### src/rtl/pwm_reg_bank.sv
// APB register bank for an NUM_CH-channel PWM core: control, sticky W1C status with
// interrupt, and per-channel PERIOD/DUTY shadows copied to active copies at period end.
module pwm_reg_bank #(
   parameter int NUM_CH     = 4,
   parameter int ADDR_WIDTH = 8,
   parameter int DATA_WIDTH = 32,
   parameter int CNT_WIDTH  = 16
) (
   input  logic                        clk,
   input  logic                        reset_n,
   input  logic                        psel,
   input  logic                        penable,
   input  logic                        pwrite,
   input  logic [ADDR_WIDTH-1:0]       paddr,
   input  logic [DATA_WIDTH-1:0]       pwdata,
   output logic [DATA_WIDTH-1:0]       prdata,
   output logic                        pready,
   output logic                        pslverr,
   input  logic [NUM_CH-1:0]           period_end,
   input  logic [NUM_CH-1:0]           fault,
   output logic [NUM_CH-1:0]           pwm_en,
   output logic [NUM_CH*CNT_WIDTH-1:0] period_act,
   output logic [NUM_CH*CNT_WIDTH-1:0] duty_act,
   output logic                        irq
);
   localparam int SW = 2*NUM_CH;
   localparam int IW = ADDR_WIDTH-3;
   localparam logic [ADDR_WIDTH-1:0] A_CTRL  = ADDR_WIDTH'('h00);
   localparam logic [ADDR_WIDTH-1:0] A_STAT  = ADDR_WIDTH'('h04);
   localparam logic [ADDR_WIDTH-1:0] A_IEN   = ADDR_WIDTH'('h08);
   localparam logic [ADDR_WIDTH-1:0] A_UPD   = ADDR_WIDTH'('h0C);
   localparam logic [ADDR_WIDTH-1:0] A_CH0   = ADDR_WIDTH'('h10);
   localparam logic [ADDR_WIDTH:0]   A_CHEND = (ADDR_WIDTH+1)'(16 + 8*NUM_CH);

   logic                  access, addr_ok, wr, rd, force_upd;
   logic                  sel_ctrl, sel_stat, sel_ien, sel_upd, sel_ch;
   logic [ADDR_WIDTH-1:0] ch_off;
   logic [NUM_CH-1:0]     per_wr, duty_wr, xfer;
   logic [CNT_WIDTH-1:0]  ch_rdata;

   logic [NUM_CH-1:0]                ctrl_q, ctrl_d, upd_q, upd_d;
   logic [SW-1:0]                    stat_q, stat_d, ien_q, ien_d;
   logic                             irq_q, irq_d;
   logic [NUM_CH-1:0][CNT_WIDTH-1:0] psh_q, psh_d, dsh_q, dsh_d;
   logic [NUM_CH-1:0][CNT_WIDTH-1:0] pact_q, pact_d, dact_q, dact_d;

   logic unused_bits;
   assign unused_bits = ^{pwdata, ch_off[1:0]};

   // Response is gated by reset_n so an access phase held across reset reports nothing.
   assign access   = reset_n & psel & penable;
   assign sel_ctrl = (paddr == A_CTRL);
   assign sel_stat = (paddr == A_STAT);
   assign sel_ien  = (paddr == A_IEN);
   assign sel_upd  = (paddr == A_UPD);
   assign sel_ch   = (paddr >= A_CH0) && ({1'b0, paddr} < A_CHEND);
   assign ch_off   = paddr - A_CH0;
   assign addr_ok  = (paddr[1:0] == 2'b00) &&
                     (sel_ctrl | sel_stat | sel_ien | (sel_upd & ~pwrite) | sel_ch);

   assign pready    = access;
   assign pslverr   = access & ~addr_ok;
   assign wr        = access & pwrite & addr_ok;
   assign rd        = access & ~pwrite & addr_ok;
   assign force_upd = wr & sel_ctrl & pwdata[31];
   assign xfer      = force_upd ? '1 : (period_end & upd_q);

   always_comb begin
      per_wr   = '0;
      duty_wr  = '0;
      ch_rdata = '0;
      for (int c = 0; c < NUM_CH; c++) begin
         if (sel_ch && (ch_off[ADDR_WIDTH-1:3] == IW'(c))) begin
            per_wr[c]  = wr & ~ch_off[2];
            duty_wr[c] = wr &  ch_off[2];
            ch_rdata   = ch_off[2] ? dsh_q[c] : psh_q[c];
         end
      end
   end

   always_comb begin
      ctrl_d = ctrl_q;
      ien_d  = ien_q;
      stat_d = stat_q;
      psh_d  = psh_q;
      dsh_d  = dsh_q;
      pact_d = pact_q;
      dact_d = dact_q;
      if (wr && sel_ctrl) ctrl_d = pwdata[NUM_CH-1:0];
      if (wr && sel_ien)  ien_d  = pwdata[SW-1:0];
      // Clear first, then OR in new events so a coincident set always wins.
      if (wr && sel_stat) stat_d = stat_q & ~pwdata[SW-1:0];
      stat_d = stat_d | {fault, period_end};
      upd_d  = (upd_q & ~xfer) | per_wr | duty_wr;
      irq_d  = |(stat_q & ien_q);
      for (int c = 0; c < NUM_CH; c++) begin
         if (per_wr[c])  psh_d[c] = pwdata[CNT_WIDTH-1:0];
         if (duty_wr[c]) dsh_d[c] = pwdata[CNT_WIDTH-1:0];
         if (xfer[c]) begin
            pact_d[c] = psh_q[c];
            dact_d[c] = dsh_q[c];
         end
      end
   end

   always_ff @(posedge clk or negedge reset_n) begin
      if (!reset_n) begin
         ctrl_q <= '0;
         upd_q  <= '0;
         stat_q <= '0;
         ien_q  <= '0;
         irq_q  <= 1'b0;
         psh_q  <= '0;
         dsh_q  <= '0;
         pact_q <= '0;
         dact_q <= '0;
      end else begin
         ctrl_q <= ctrl_d;
         upd_q  <= upd_d;
         stat_q <= stat_d;
         ien_q  <= ien_d;
         irq_q  <= irq_d;
         psh_q  <= psh_d;
         dsh_q  <= dsh_d;
         pact_q <= pact_d;
         dact_q <= dact_d;
      end
   end

   always_comb begin
      prdata = '0;
      if (rd) begin
         if (sel_ctrl)      prdata[NUM_CH-1:0]    = ctrl_q;
         else if (sel_stat) prdata[SW-1:0]        = stat_q;
         else if (sel_ien)  prdata[SW-1:0]        = ien_q;
         else if (sel_upd)  prdata[NUM_CH-1:0]    = upd_q;
         else               prdata[CNT_WIDTH-1:0] = ch_rdata;
      end
   end

   for (genvar c = 0; c < NUM_CH; c++) begin : g_ch
      assign period_act[c*CNT_WIDTH +: CNT_WIDTH] = pact_q[c];
      assign duty_act[c*CNT_WIDTH +: CNT_WIDTH]   = (dact_q[c] > pact_q[c]) ? pact_q[c] : dact_q[c];
   end

   assign pwm_en = ctrl_q;
   assign irq    = irq_q;
endmodule

### config.mk
export PLATFORM = sky130hd
export DESIGN_NAME = pwm_reg_bank
export DESIGN_NICKNAME = d
export VERILOG_FILES = /design/src/rtl/pwm_reg_bank.sv
export SDC_FILE = /design/constraint.sdc
export NUM_CORES = 1
export LEC_CHECK = 0
export CAP_MARGIN = 20
export CORE_ASPECT_RATIO = 0.6
export CORE_MARGIN = 2
export CORE_UTILIZATION = 30
export DETAILED_ROUTE_END_ITERATION = 8
export GPL_TIMING_DRIVEN = 0
export PLACE_DENSITY_LB_ADDON = 0.2
export SETUP_SLACK_MARGIN = 0.15
export SLEW_MARGIN = 5
export SYNTH_ARGS = -nofsm -noshare
export SYNTH_HDL_FRONTEND = slang
export SYNTH_SLANG_ARGS = --single-unit
### constraint.sdc
create_clock -name clk -period 3.3 [get_ports clk]
set_input_delay 0.33 -clock clk [delete_from_list [all_inputs] [get_ports clk]]
set_output_delay 0.33 -clock clk [all_outputs]
set_load 0.02 [all_outputs]
==> results by group <==
Outcome
  – Status: finished, final reports clean

Final layout
  – Fill cells: 4,654
  – Nets@finish: ~1,600
  – Diode count: 0
  – Final Util: 0.417
  – Reg area: between 7000 and 8000 um^2
  – Commonest non-fill, non-tap cell in the layout: mux2_2
  – Layout cell share with drive strength beyond 1: 0.497
  – Most frequent cells in the layout: mux2_2 (299), dfrtp_1 (272), buf_4 (110)
  – Area added between synthesis and finish: 37.2%
  – Multi-input gate area: slightly above 8000 um^2

Yosys
  – Sequential-to-total area share from yosys stat: 0.469
  – FF+latch count, synth: between 200 and 300
  – Synth warn: 0
  – Post-synth top flop: dfrtp_1
  – Synth top area cells: dfrtp_1 (47%), mux2_2 (25%), ha_1 (5.7%)
  – Count of cell types in the netlist: between 60 and 70
  – Largest area contributor in the netlist: dfrtp_1
  – Synth Cell Area: approximately 15,000 um^2
  – Post-synthesis instance total: around 1,200
  – Post-synth ARST share: 1.00
  – Mean Syn Cell Area: 12.5 um^2
  – Area share of the largest cell type after synthesis: 0.469
  – Number of synthesized flops with an enable pin: 0

Route
  – Max layer used: met5
  – Total Wirelength: a little over 50,000 um
  – Router iterations before antenna repair: 5
  – Met2 routed WL: approximately 22,000 um
  – DRT iter0 DRCs: 912
  – Met3 wire len: roughly 2800 um
  – M1 wire length: approximately 26,000 um
  – Average vias per placed instance: around 5
  – DRC viols: 0
  – Antenna Nets Post-Route: 0
  – Drt wl/cell: between 20 and 25 um
  – Total vias in the final route: 11,164

Placement
  – HPWL after DPL: 37,700 um
  – Placer Congestion: approximately 0.92
  – Port buffer count: about 180

CTS
  – Clock H-tree levels: 1
  – Total CTS buffers: 29
  – CTS sink count: 281
  – Worst-path clk slew: 0.06 ns
  – CTS tree: built
  – Clock Latency Late Sink: between 0.5 and 0.6 ns
  – Clk Tree Root Cell: clkbuf_16
  – CTS Buffer Depth: 3

Setup path
  – R2R Setup Slk: 1.80 ns
  – Critical path class: register to primary output
  – CP Max Fanout: 5
  – Reg2reg start: upd_q[1]
  – Crit end category: primary output
  – R2R depth: 4
  – Worst Path Required: just under 3 ns
  – Worst reg2reg path endpoint: period_act[28]
  – WP data arrival: roughly 2.9 ns
  – Crit start category: register

Timing
  – Final Hold Viols: 0
  – Tmin final: 3.23 ns
  – Final slew viol count: 0
  – RSZ-0062 raised after global routing: true
  – Worst-margin pin slew: approximately 0.8 ns
  – Period utilization: 0.978
  – Final setup viols: 0
  – Fmax: ~310 MHz
  – Clock skew: roughly 0.014 ns
  – Slew Limit Headroom: 0.465
  – Setup TNS Final: 0 ns

Min path
  – Worst Hold End: stat_q[4]
  – Hold path depth: 2
  – Min-delay src: fault[0]
  – Min-delay worst type: input pin to register

Die
  – Starting Density: 0.304
  – Die Ht: roughly 180 um
  – IO Count: 220
  – Core box area: just under 50,000 um^2
  – Die width: roughly 290 um
  – Row cnt: 63
  – Die Area: approximately 52,000 um^2

Global route
  – Largest net degree at the start of global routing: 112
  – Initial antenna violation count: 2
  – Total GRT Usage: 0.196
  – First-pass GRT wire length: about 76,000 um
  – Congestion Overflow GR: 0
  – Vias in the first global route: about 11,000

Flow run
  – MaxCap Viol Count: 0

Pwr
  – VDD IR max: between 0.2 and 0.25 mV
  – P per Cell Area: around 370 nW/um^2
  – Leakage: roughly 9.5 nW
cells in the mapped netlist (all sizes together) (2+ instances only):
cell type  instances
a211o              5
a211oi             8
a21o              14
a21oi             37
a221oi            12
a22o               3
a22oi              9
a31oi              7
a32oi              2
and3               3
buf               54
clkbuf            24
dfrtp            281
ha                68
inv               80
mux2             339
mux2i             10
mux4              16
nand2             69
nand2b             8
nand3              8
nand4             19
nand4b             2
nor2              17
nor2b              2
nor3               9
nor3b              3
nor4               9
o2111ai           17
o211ai             4
o21a               3
o21ai             14
o22a               2
o22ai              6
o311ai            16
or2                2
or3                2
worst max-delay path by stage:
stage / from / to / slack (ns)
after floorplan: paddr[4] / prdata[13] / 0.17
after global placement: reset_n / dact_q[11] / -12.62
after detailed placement: paddr[4] / prdata[13] / -2.18
after CTS: period_act[29] / duty_act[30] / 0.07
after global routing: period_act[30] / duty_act[28] / 0.02
final: dact_q[30] / duty_act[30] / 0.07
cell families after synthesis:
group	Yosys count	synth area share
AO/OA/AOI/OAI	165	0.0788
buffers and inverters	158	0.0535
flip-flops	281	0.469
other	1	0.000250
adder cells (fa/ha/maj)	68	0.0567
AND/OR/NAND/NOR	157	0.0564
multiplexers	365	0.285
final cells by class:
class,count,share of cell area
buffer,78,0.0353
clock buffer,38,0.0384
clock inverter,15,0.0105
inverter,80,0.0148
multi-input combinational,771,0.396
sequential,281,0.342
tap,650,0.0395
timing repair buffer,273,0.123
stage by stage:
stage | hold slack [ns] | instance area (um^2) | power [mW] | setup WS (ns) | cells
floorplan | 0.0344 | 15100 | 3.74 | 0.166 | 1210
global placement | 0.500 | 17700 | 3.99 | -12.62 | 2044
detailed placement | 0.366 | 17800 | 3.99 | -2.18 | 2047
CTS | 0.316 | 19900 | 7.58 | 0.0688 | 2160
global route | 0.351 | 20600 | 7.79 | 0.0167 | 2186
finish | 0.334 | 20600 | 7.54 | 0.0728 | 2186
repair_timing:
action | CTS | global route
buffers inserted | 55 | 25
hold buffers | 2 | 0
endpoints found under the setup margin | 198 | 80
hold endpoints to repair | 71 | 0
pin swaps | 27 | 34
resized for setup | 585 | 149
cloned | 3 | 0
power breakdown:
group          internal (mW)  switching (mW)
Combinational          0.200           0.339
Sequential              3.45         0.00980
Clock                   2.08            1.46
registers in the layout, indices dropped and copies added (netlist names):
| register | flops |
|---|---|
| pwm_en | 4 |
| stat_q | 8 |
| dact_q | 64 |
| period_act | 64 |
| irq | 1 |
| psh_q | 64 |
| ien_q | 8 |
| dsh_q | 64 |
| upd_q | 4 |
per-layer routing:
metal,vias up,track usage
li1,5016,-
met2,296,0.281
met1,5791,0.306
met3,57,0.0354
met4,4,0.0365
met5,-,0
worst max-delay path, stage by stage, from the launching register on:
cell and delay (ns):
dfrtp_1 0.42, ha_4 0.29, nand4_1 0.23, a211oi_2 0.29
o21ai_2 0.10, a31oi_4 0.22, buf_6 0.15, buf_8 0.14
mux2_4 0.34, buf_6 0.14
Power figures use the tool's default switching activity.
